### config.mk
export PLATFORM = sky130hd
export DESIGN_NAME = us_tick_timer
export DESIGN_NICKNAME = d
export VERILOG_FILES = /design/src/rtl/us_tick_timer.sv
export SDC_FILE = /design/constraint.sdc
export NUM_CORES = 1
export LEC_CHECK = 0
export CAP_MARGIN = 20
export CORE_MARGIN = 1
export CORE_UTILIZATION = 51
export DETAILED_ROUTE_END_ITERATION = 8
export MAX_ROUTING_LAYER = met4
export PLACE_DENSITY = 0.78
export SKIP_LAST_GASP = 1
export SYNTH_ARGS = -nofsm -noshare
export SYNTH_HDL_FRONTEND = slang
export SYNTH_SLANG_ARGS = --single-unit
### constraint.sdc
create_clock -name clk16MHz -period 2.7 [get_ports clk16MHz]
set_clock_uncertainty 0.15 [all_clocks]
set_input_delay 0.405 -clock clk16MHz [delete_from_list [all_inputs] [get_ports clk16MHz]]
set_output_delay 0.405 -clock clk16MHz [all_outputs]
set_load 0.1 [all_outputs]
### src/rtl/us_tick_timer.sv
// Microsecond timer: edge-detects the 1 MHz divider output as data in the 16 MHz domain
// and counts ticks down from a programmed period, in one-shot or auto-reload mode.
module us_tick_timer #(
    parameter int unsigned PWIDTH  = 16,
    parameter int unsigned ECWIDTH = 8
) (
    input  logic               clk16MHz,
    input  logic               reset,
    input  logic               clk1MHz,
    input  logic               start,
    input  logic               stop,
    input  logic               periodic,
    input  logic [PWIDTH-1:0]  period,
    output logic               tick_1us,
    output logic               busy,
    output logic [PWIDTH-1:0]  count,
    output logic               expire,
    output logic [ECWIDTH-1:0] expire_cnt
);

    typedef enum logic [0:0] {StIdle, StRun} state_e;

    state_e               state_q, state_d;
    logic                 prev_q;
    logic                 tick_q;
    logic [PWIDTH-1:0]    count_q, count_d;
    logic [PWIDTH-1:0]    period_q, period_d;
    logic                 periodic_q, periodic_d;
    logic                 expire_q, expire_d;
    logic [ECWIDTH-1:0]   ecnt_q, ecnt_d;
    logic                 tick;
    logic                 start_ok;

    // Same-cycle tick so the count moves together with the registered tick_1us pulse.
    assign tick     = clk1MHz & ~prev_q;
    assign start_ok = start && (period != '0);

    always_comb begin
        state_d    = state_q;
        count_d    = count_q;
        period_d   = period_q;
        periodic_d = periodic_q;
        expire_d   = 1'b0;
        ecnt_d     = ecnt_q;
        unique case (state_q)
            StIdle: begin
                if (start_ok && !stop) begin
                    state_d    = StRun;
                    count_d    = period;
                    period_d   = period;
                    periodic_d = periodic;
                    ecnt_d     = '0;
                end
            end
            StRun: begin
                if (stop) begin
                    state_d = StIdle;
                    count_d = '0;
                end else if (start_ok) begin
                    count_d    = period;
                    period_d   = period;
                    periodic_d = periodic;
                    ecnt_d     = '0;
                end else if (tick) begin
                    if (count_q > PWIDTH'(1)) begin
                        count_d = count_q - PWIDTH'(1);
                    end else begin
                        expire_d = 1'b1;
                        if (ecnt_q != '1) begin
                            ecnt_d = ecnt_q + ECWIDTH'(1);
                        end
                        if (periodic_q) begin
                            count_d = period_q;
                        end else begin
                            count_d = '0;
                            state_d = StIdle;
                        end
                    end
                end
            end
            default: state_d = StIdle;
        endcase
    end

    // prev resets high so a clk1MHz already high at reset release yields no tick.
    always_ff @(posedge clk16MHz) begin
        if (reset) begin
            state_q    <= StIdle;
            prev_q     <= 1'b1;
            tick_q     <= 1'b0;
            count_q    <= '0;
            period_q   <= '0;
            periodic_q <= 1'b0;
            expire_q   <= 1'b0;
            ecnt_q     <= '0;
        end else begin
            state_q    <= state_d;
            prev_q     <= clk1MHz;
            tick_q     <= tick;
            count_q    <= count_d;
            period_q   <= period_d;
            periodic_q <= periodic_d;
            expire_q   <= expire_d;
            ecnt_q     <= ecnt_d;
        end
    end

    assign tick_1us   = tick_q;
    assign busy       = (state_q == StRun);
    assign count      = count_q;
    assign expire     = expire_q;
    assign expire_cnt = ecnt_q;

endmodule
==> qor.txt, run 1 <==
Max Cap Viol: 0
Worst Path Arrival: 2.63 ns
CP required: 2.78 ns
RSZ-0062 raised after global routing: false
H-Tree Depth: 2
Die Wd: 70.0 um
HP Class: reg -> reg
Grt total ovfl: 0
Synth Area in Compound Gates: 19.9%
TNS Setup: 0 ns
Synth Net Count: 332
Fin crit share: 94.4%
Maximum VDD drop: 0.000350 V
Largest family of logic cells by synthesized area: simple AND/OR/NAND/NOR gates
CP startpoint kind: register
Synth Instances: 307
Yosys top cell by area: dfxtp_1
Leading cell type by number of instances after synthesis: nand2_1
First-pass GRT wire length: 10300 um
Io pins: 49
Synth-to-layout area growth: 26.4%
Post-synthesis xor/xnor area fraction: 7.06%
Total GRT Usage: 26.6%
Max_slew headroom: 60.7%
CTS tree: yes
Reg2Reg Setup Slack: 0.15 ns
Power Dens Cells: 543 mW/mm^2
Final setup vio count: 0
Highest achievable clock rate: 393 MHz
Simple-Gate Fraction of Synth Area: 29.3%
WS Path Type: reg -> reg
Pleak: 1.21 nW
Placer Congestion: 0.928
CTS Buf Count: 5
Post-route DRC: 0
Initial Util: 53.4%
Async S/R FF share, synth: 0%
Crit path capture: expire_cnt[1]$_SDFFE_PP0P_
Worst r2r dst: expire_cnt[1]$_SDFFE_PP0P_
Hold Fails Final Rpt: 0
Largest net degree at the start of global routing: 42
Synth top area share: 38.2%
Total Power: 0.00162 W
Final Max Slew Viols: 0
HPWL Detailed: 4470 um
Final Critical Period: 2.55 ns
Fin Hold WS: 0.306 ns
Post-synthesis cell type count: 39
Main synth FF type: dfxtp_1
Fin worst setup slack: 0.152 ns
Post-synth top cells: nand2_1, dfxtp_1, nor2_1, a21oi_1, o21ai_0
Yosys reg bits: 45
Vias in the first global route: 2075
Filler cells: 388
R2R cell count: 7
Die ar.: 0.00490 mm^2
Share of cells above drive strength 1: 18.1%
Postcts setup bufs: 0
Vias per Instance: 5.87
Chip height: 70.0 um
Row cnt: 24
Area of the core: 0.00441 mm^2
Final #Nets: 384
Sequential area share after synthesis: 38.2%
Post_cts resized: 0
Crit end category: register
Crit Path Max Fanout: 41
Total vias in the final route: 2420
Clk Tree Root Cell: clkbuf_8
Worst Setup SP: count[10]$_SDFFE_PP0P_
Synth Area per Inst: 7.68 um^2
Pre-Repair DR Iteration Count: 5
Place WS: 0.131 ns
Synth Cell Area: 0.00236 mm^2
Initial DRC count: 188
Initial antenna violation count: 0
Drt total wl: 6160 um
EDFF count, synth: 0
Worst slew pin tran: 0.589 ns
Mux cell area share after synthesis: 0%
Antenna Nets Post-Route: 0
Reg2reg start: count[10]$_SDFFE_PP0P_
CTS Buffer Depth: 2
Synth warn: 0
Hold buffers post-CTS: 0
Sink Count: 45
Status: finished clean
WL/cell: 14.9 um
Clock-pin slew on the worst setup and hold paths: 0.08 ns
Synth top area cells: dfxtp_1, a21oi_1, nand2_1
N_diodes: 0
Synth Area in Adders: 1.59%
PortBufs: 48
Worst-Skew Late Latency: 0.29 ns
-- worst min path at each step --
stage	from	to	slack, ns	depth (start not counted)
final	period_q[6]$_SDFFE_PP0P_	period_q[6]$_SDFFE_PP0P_	0.31	2
after global routing	period_q[5]$_SDFFE_PP0P_	period_q[5]$_SDFFE_PP0P_	0.32	2
after CTS	period_q[6]$_SDFFE_PP0P_	period_q[6]$_SDFFE_PP0P_	0.30	2
after detailed placement	period_q[6]$_SDFFE_PP0P_	period_q[6]$_SDFFE_PP0P_	0.29	2
after global placement	period_q[12]$_SDFFE_PP0P_	period_q[12]$_SDFFE_PP0P_	0.29	2
after floorplan	period_q[0]$_SDFFE_PP0P_	period_q[0]$_SDFFE_PP0P_	0.28	2
-- stage by stage --
| stage | utilization (%) | cell area (um^2) | cells |
|---|---|---|---|
| 2_1_floorplan | - | 2370 | 307 |
| 3_3_place_gp | 65.7 | 2900 | 404 |
| 3_5_place_dp | 65.7 | 2900 | 404 |
| 4_1_cts | 67.5 | 2980 | 412 |
| 5_1_grt | 67.5 | 2980 | 412 |
| 6_report | 67.5 | 2980 | 412 |
-- cell usage in the layout (no fill, tap or decap), types with 13 or more instances in the layout --
master,instances
xor2_1,13
a21oi_1,36
nand2_1,48
o21ai_0,21
dfxtp_1,37
clkdlybuf4s50_1,21
nor2_1,37
and3_1,18
buf_4,40
a211oi_1,13
-- flip-flops by register name (all words and copies together) (netlist names) --
| signal | cells |
|---|---|
| busy | 1 |
| count | 16 |
| expire | 1 |
| expire_cnt | 8 |
| period_q | 16 |
| periodic_q | 1 |
| prev_q | 1 |
| tick_1us | 1 |
-- cells by family after synthesis --
logic type,after synthesis
AND/OR/NAND/NOR,138
AO/OA/AOI/OAI,82
flip-flops,45
buffers and inverters,20
XOR/XNOR,19
adder cells (fa/ha/maj),3
-- per-layer routing --
metal | part of all wire (%) | up-vias | global-route usage (%)
met5 | 0 | - | -
met3 | 7.0 | 4 | 3.46
met4 | 0.65 | 0 | 6.00
met1 | 49 | 1118 | 41.9
li1 | - | 1184 | -
met2 | 44 | 114 | 35.7
-- worst max-delay path, cell delays in order, from the launching register on --
cell and delay [ns]:
dfxtp_2 0.35, or4_1 0.54, or4_4 0.45, nor3_4 0.21, buf_12 0.22, nand3_2 0.12, a211o_1 0.29, a21oi_1 0.13
-- report_power, final --
group / switching [W] / total, W / internal, W
logic: 0.000316 / 0.000474 / 0.000158
clock network: 0.000223 / 0.000403 / 0.000180
registers: 0.0000429 / 0.000742 / 0.000699
-- final cells by class --
cell class,instances,area (um^2),share of cell area [%]
multi-input combinational,242,1370,45.8
sequential,45,911,30.5
timing repair buffer,63,551,18.5
clock buffer,6,72.6,2.43
tap,52,65.1,2.18
clock inverter,2,10.0,0.336
inverter,2,7.51,0.252
No activity file was read; power rests on OpenSTA's default activity.
==> run 2: changes to the inputs <==
- CORE_MARGIN: 1 -> 8
- clock period: 2.7 -> 2.6 ns (I/O delays scaled with it)
==> run 2 against run 1 <==
Die area up 44%. Hold slack about the same. Sequential power increased by 3.4%. Maximum frequency increased by 3.9%. Clock power is 3% higher. First-iteration DRC count is 0.53% lower. Final area grew 3.8%. Global-route usage down 8.0 points. Sequential share of layout area decreased by 1.0 points. Register-to-register slack is essentially flat. Critical endpoint is now count[0]$_SDFFE_PP0P_. Largest cell class unchanged.
==> qor.txt, run 2 (same netlist as run 1, synthesis figures left out) <==
Crit-path slowest cell: or4_1
Worst slew pin tran: 0.590 ns
Total vias in the final route: 2415
Total GRT Usage: 18.6%
Drt total wl: 6650 um
CP Cell Sequence: or4_1, or4_4, nor3_4, buf_12, and3_1, o21ai_0, a221oi_1
Fin Hold WS: 0.306 ns
Initial antenna violation count: 0
Synth-to-layout area growth: 31.2%
Top delay family on crit path: simple AND/OR/NAND/NOR gates
Sum of buffers and inverters on the critical path: 1
Filler cells: 372
Final Max Slew Viols: 0
H-Tree Depth: 2
Io pins: 49
Vias in the first global route: 2165
HPWL Detailed: 4980 um
Status: finished clean
Share of cells above drive strength 1: 21.7%
WS Path Type: reg -> reg
GRT busiest layer: met1
Hold Fails Final Rpt: 0
Largest net degree at the start of global routing: 33
Crit Path Max Fanout: 16
HP Class: reg -> reg
Die Wd: 84.0 um
CTS Buffer Depth: 2
Initial DRC count: 187
Met2 usage: 25.9%
N_diodes: 0
Final Critical Period: 2.45 ns
Pre-Repair DR Iteration Count: 5
Pleak: 1.28 nW
Antenna Nets Post-Route: 0
Final #Nets: 398
RSZ-0062 raised after global routing: false
Placer Congestion: 0.923
PortBufs: 48
CP required: 2.63 ns
Post-route DRC: 0
Max stage delay on crit path: 0.54 ns
Hold buffers post-CTS: 0
Fin crit share: 94.3%
TNS Setup: 0 ns
Chip height: 84.0 um
Final setup vio count: 0
GR Util met1: 26.5%
Worst Path Arrival: 2.49 ns
Most frequent cells in the layout: buf_4, nand2_1, nor2_1, a21oi_1, dfxtp_1
Area of the core: 0.00441 mm^2
WL/cell: 15.6 um
Maximum VDD drop: 0.000333 V
Commonest non-fill, non-tap cell in the layout: buf_4
Die ar.: 0.00706 mm^2
Max_slew headroom: 60.6%
Grt total ovfl: 0
Row cnt: 24
Sink Count: 45
Vias per Instance: 5.67
First-pass GRT wire length: 10900 um
Highest achievable clock rate: 408 MHz
Power Dens Cells: 551 mW/mm^2
Clk Tree Root Cell: clkbuf_8
Worst-Skew Late Latency: 0.30 ns
CTS tree: yes
Initial Util: 53.4%
CTS Buf Count: 5
Clock-pin slew on the worst setup and hold paths: 0.09 ns
Crit end category: register
CP startpoint kind: register
Max Cap Viol: 0
Met3 GRT Util: 4.39%
## run 2: cell types whose count changed in the layout (fill, tap and decap cells not counted)
cell and change:
dfxtp_2 +2, buf_4 +14, clkbuf_16 +1, buf_12 -1, dfxtp_1 -2
## run 2: path summary, 6_finish.rpt
path                                                from  depth (start not counted)                  endpoint  slack [ns]
worst min register to register  period_q[0]$_SDFFE_PP0P_                          2  period_q[0]$_SDFFE_PP0P_        0.31
worst max-delay path              count[10]$_SDFFE_PP0P_                          7     count[0]$_SDFFE_PP0P_        0.15
worst max register to register    count[10]$_SDFFE_PP0P_                          7     count[0]$_SDFFE_PP0P_        0.15
worst min-delay path            period_q[0]$_SDFFE_PP0P_                          2  period_q[0]$_SDFFE_PP0P_        0.31
## run 2: power by group
group,internal [W],switching [W]
clock network,0.000187,0.000229
logic,0.000181,0.000340
registers,0.000726,0.0000410
total,0.00109,0.000610
## run 2: metrics by stage
stage          setup WS, ns  area (um^2)  utilization, %  cells  power [W]
3_3_place_gp         0.0516         2980            67.5    416    0.00128
2_1_floorplan        0.0190         2370               -    307    0.00113
4_1_cts              0.0942         3060            69.4    424    0.00169
6_report              0.148         3090            70.1    426    0.00170
3_5_place_dp        -0.0182         2980            67.5    416    0.00129
5_1_grt              0.0252         3090            70.1    426    0.00179
## run 2: cell type report
cell class	instances	area [um^2]	area share, %
clock inverters	2	10.0	0.323
inverters	2	7.51	0.243
well taps	52	65.1	2.10
multi-input cells	242	1370	44.1
repair buffers	77	661	21.4
clock buffers	6	72.6	2.35
flip-flops and latches	45	913	29.5
## run 2: per-layer routing
metal	up-vias	share of wire (%)
met1	1111	50
met3	2	6.3
met4	0	0.41
li1	1218	-
met5	-	0
met2	84	43
## run 2: timing repair
action,4_1_cts,5_1_grt
setup endpoints to repair,0,2
buffers inserted,0,1
resized for setup,0,0
## run 2: worst reg2reg max path, delay by kind of cell (launching register included)
kind            cells  cell delay [ns]
compound gates      2             0.34
buf+inv             1             0.18
flops               1             0.32
simple gates        4             1.37
==> run 3: changes to the inputs <==
- CORE_UTILIZATION: 51 -> 53
- CTS_BUF_LIST: default -> sky130_fd_sc_hd__clkbuf_8
- PLACE_DENSITY: 0.78 -> 0.8
- TNS_END_PERCENT: default -> 5
==> run 3 against run 2 <==
Combinational power about the same. Non-clock buffer count grew 4. Hold slack got worse by 0.00056 ns. Register-to-register slack improved by 0.02 ns. Die area down 3.1%. Wire length increased by 0.98%. Setup slack improved by 0.024 ns. Maximum frequency rose by 1.0%. Total power down 1.3%. Clock power shrank 6.0%. Sequential share of layout area decreased by 0.26 points. Sequential power hardly changed. Largest power group unchanged.
==> qor.txt, run 3 (same netlist as run 1, synthesis figures left out) <==
Total Power: 0.00168 W
Io pins: 49
Fin crit share: 93.4%
CP Cell Sequence: or4_1, or4_4, nor3_4, buf_12, and3_1, o21ai_0, a211oi_1
Hold buffers post-CTS: 0
CP startpoint kind: register
HPWL Detailed: 4950 um
RSZ-0062 raised after global routing: false
Die ar.: 0.00684 mm^2
Vias in the first global route: 2260
CTS tree: yes
CTS Buf Count: 5
Clk Tree Root Cell: clkbuf_8
Final Max Slew Viols: 0
CTS Buffer Depth: 2
Layout Cells excl Fill: 428
Crit-path slowest cell: or4_1
Commonest non-fill, non-tap cell in the layout: buf_4
Crit Path Max Fanout: 16
WL/cell: 15.7 um
PortBufs: 48
N_diodes: 0
Worst-Skew Late Latency: 0.29 ns
H-Tree Depth: 2
Maximum VDD drop: 0.000326 V
Sink Count: 45
Postcts setup bufs: 0
Post_cts resized: 0
Post-route DRC: 0
Share of cells above drive strength 1: 21.8%
WS Path Type: reg -> reg
Synth-to-layout area growth: 32.0%
Crit end category: register
Die Wd: 82.7 um
Inst Count DP: 420
Hold Fails Final Rpt: 0
Chip height: 82.7 um
Initial DRC count: 327
Most frequent cells in the layout: buf_4, nand2_1, nor2_1, dfxtp_1, a21oi_1
Row cnt: 24
Total vias in the final route: 2422
Initial Util: 54.5%
Max stage delay on crit path: 0.52 ns
Highest achievable clock rate: 412 MHz
Pre-Repair DR Iteration Count: 4
Grt total ovfl: 0
Status: finished clean
Filler cells: 355
Clock-pin slew on the worst setup and hold paths: 0.08 ns
Worst Path Arrival: 2.48 ns
Total GRT Usage: 20.9%
Max Cap Viol: 0
CP required: 2.65 ns
Final setup vio count: 0
First-pass GRT wire length: 10900 um
Final #Nets: 402
Pleak: 1.30 nW
Area of the core: 0.00432 mm^2
Placer Congestion: 0.852
Antenna Nets Post-Route: 0
Drt total wl: 6710 um
Top delay family on crit path: simple AND/OR/NAND/NOR gates
Worst slew pin tran: 0.600 ns
Vias per Instance: 5.66
Sum of buffers and inverters on the critical path: 1
HP Class: reg -> reg
Final Critical Period: 2.43 ns
Max_slew headroom: 59.9%
Power Dens Cells: 541 mW/mm^2
Largest net degree at the start of global routing: 32
Initial antenna violation count: 0
[run 3: worst min-delay path, cell delays in order, from the launching register on]
cell,delay [ns]
dfxtp_1,0.31
nand2_1,0.05
a21oi_1,0.05
[run 3: path summary, 6_finish.rpt]
path              slack (ns)                startpoint  cells after the start                        to
hold reg to reg         0.31  period_q[7]$_SDFFE_PP0P_                      2  period_q[7]$_SDFFE_PP0P_
hold / removal          0.31  period_q[7]$_SDFFE_PP0P_                      2  period_q[7]$_SDFFE_PP0P_
setup / recovery        0.17    count[10]$_SDFFE_PP0P_                      7     count[8]$_SDFFE_PP0P_
setup reg to reg        0.17    count[10]$_SDFFE_PP0P_                      7     count[8]$_SDFFE_PP0P_
[run 3: where the power goes]
| part | switching [W] | internal [W] | total [W] |
|---|---|---|---|
| Sequential | 0.0000416 | 0.000726 | 0.000767 |
| Combinational | 0.000342 | 0.000183 | 0.000525 |
| Clock | 0.000214 | 0.000177 | 0.000391 |
[run 3: routing by layer]
| layer | global-route usage (%) | wire length [um] |
|---|---|---|
| met1 | 27.7 | 3030 |
| met2 | 31.3 | 3060 |
| met3 | 4.44 | 532 |
| met4 | 5.52 | 80 |
| met5 | - | 0 |
[run 3: stage by stage]
stage          TNS, ns  hold slack, ns  area, um^2  utilization (%)  setup slack (ns)
6_report             0           0.305        3110             72.0             0.173
5_1_grt              0           0.316        3110             72.0            0.0673
4_1_cts              0           0.303        3080             71.2             0.113
3_5_place_dp         0           0.293        3010             69.5           0.00628
3_3_place_gp         0           0.287        3010             69.5          0.000390
2_1_floorplan  -0.0829           0.282        2370                -           -0.0829
[run 3: layout make-up]
cell class | count | area (um^2) | share of cell area [%]
well taps | 52 | 65.1 | 2.09
clock inverters | 1 | 5.00 | 0.161
repair buffers | 81 | 691 | 22.2
clock buffers | 5 | 68.8 | 2.21
flip-flops and latches | 45 | 911 | 29.3
multi-input cells | 242 | 1370 | 43.9
inverters | 2 | 7.51 | 0.241
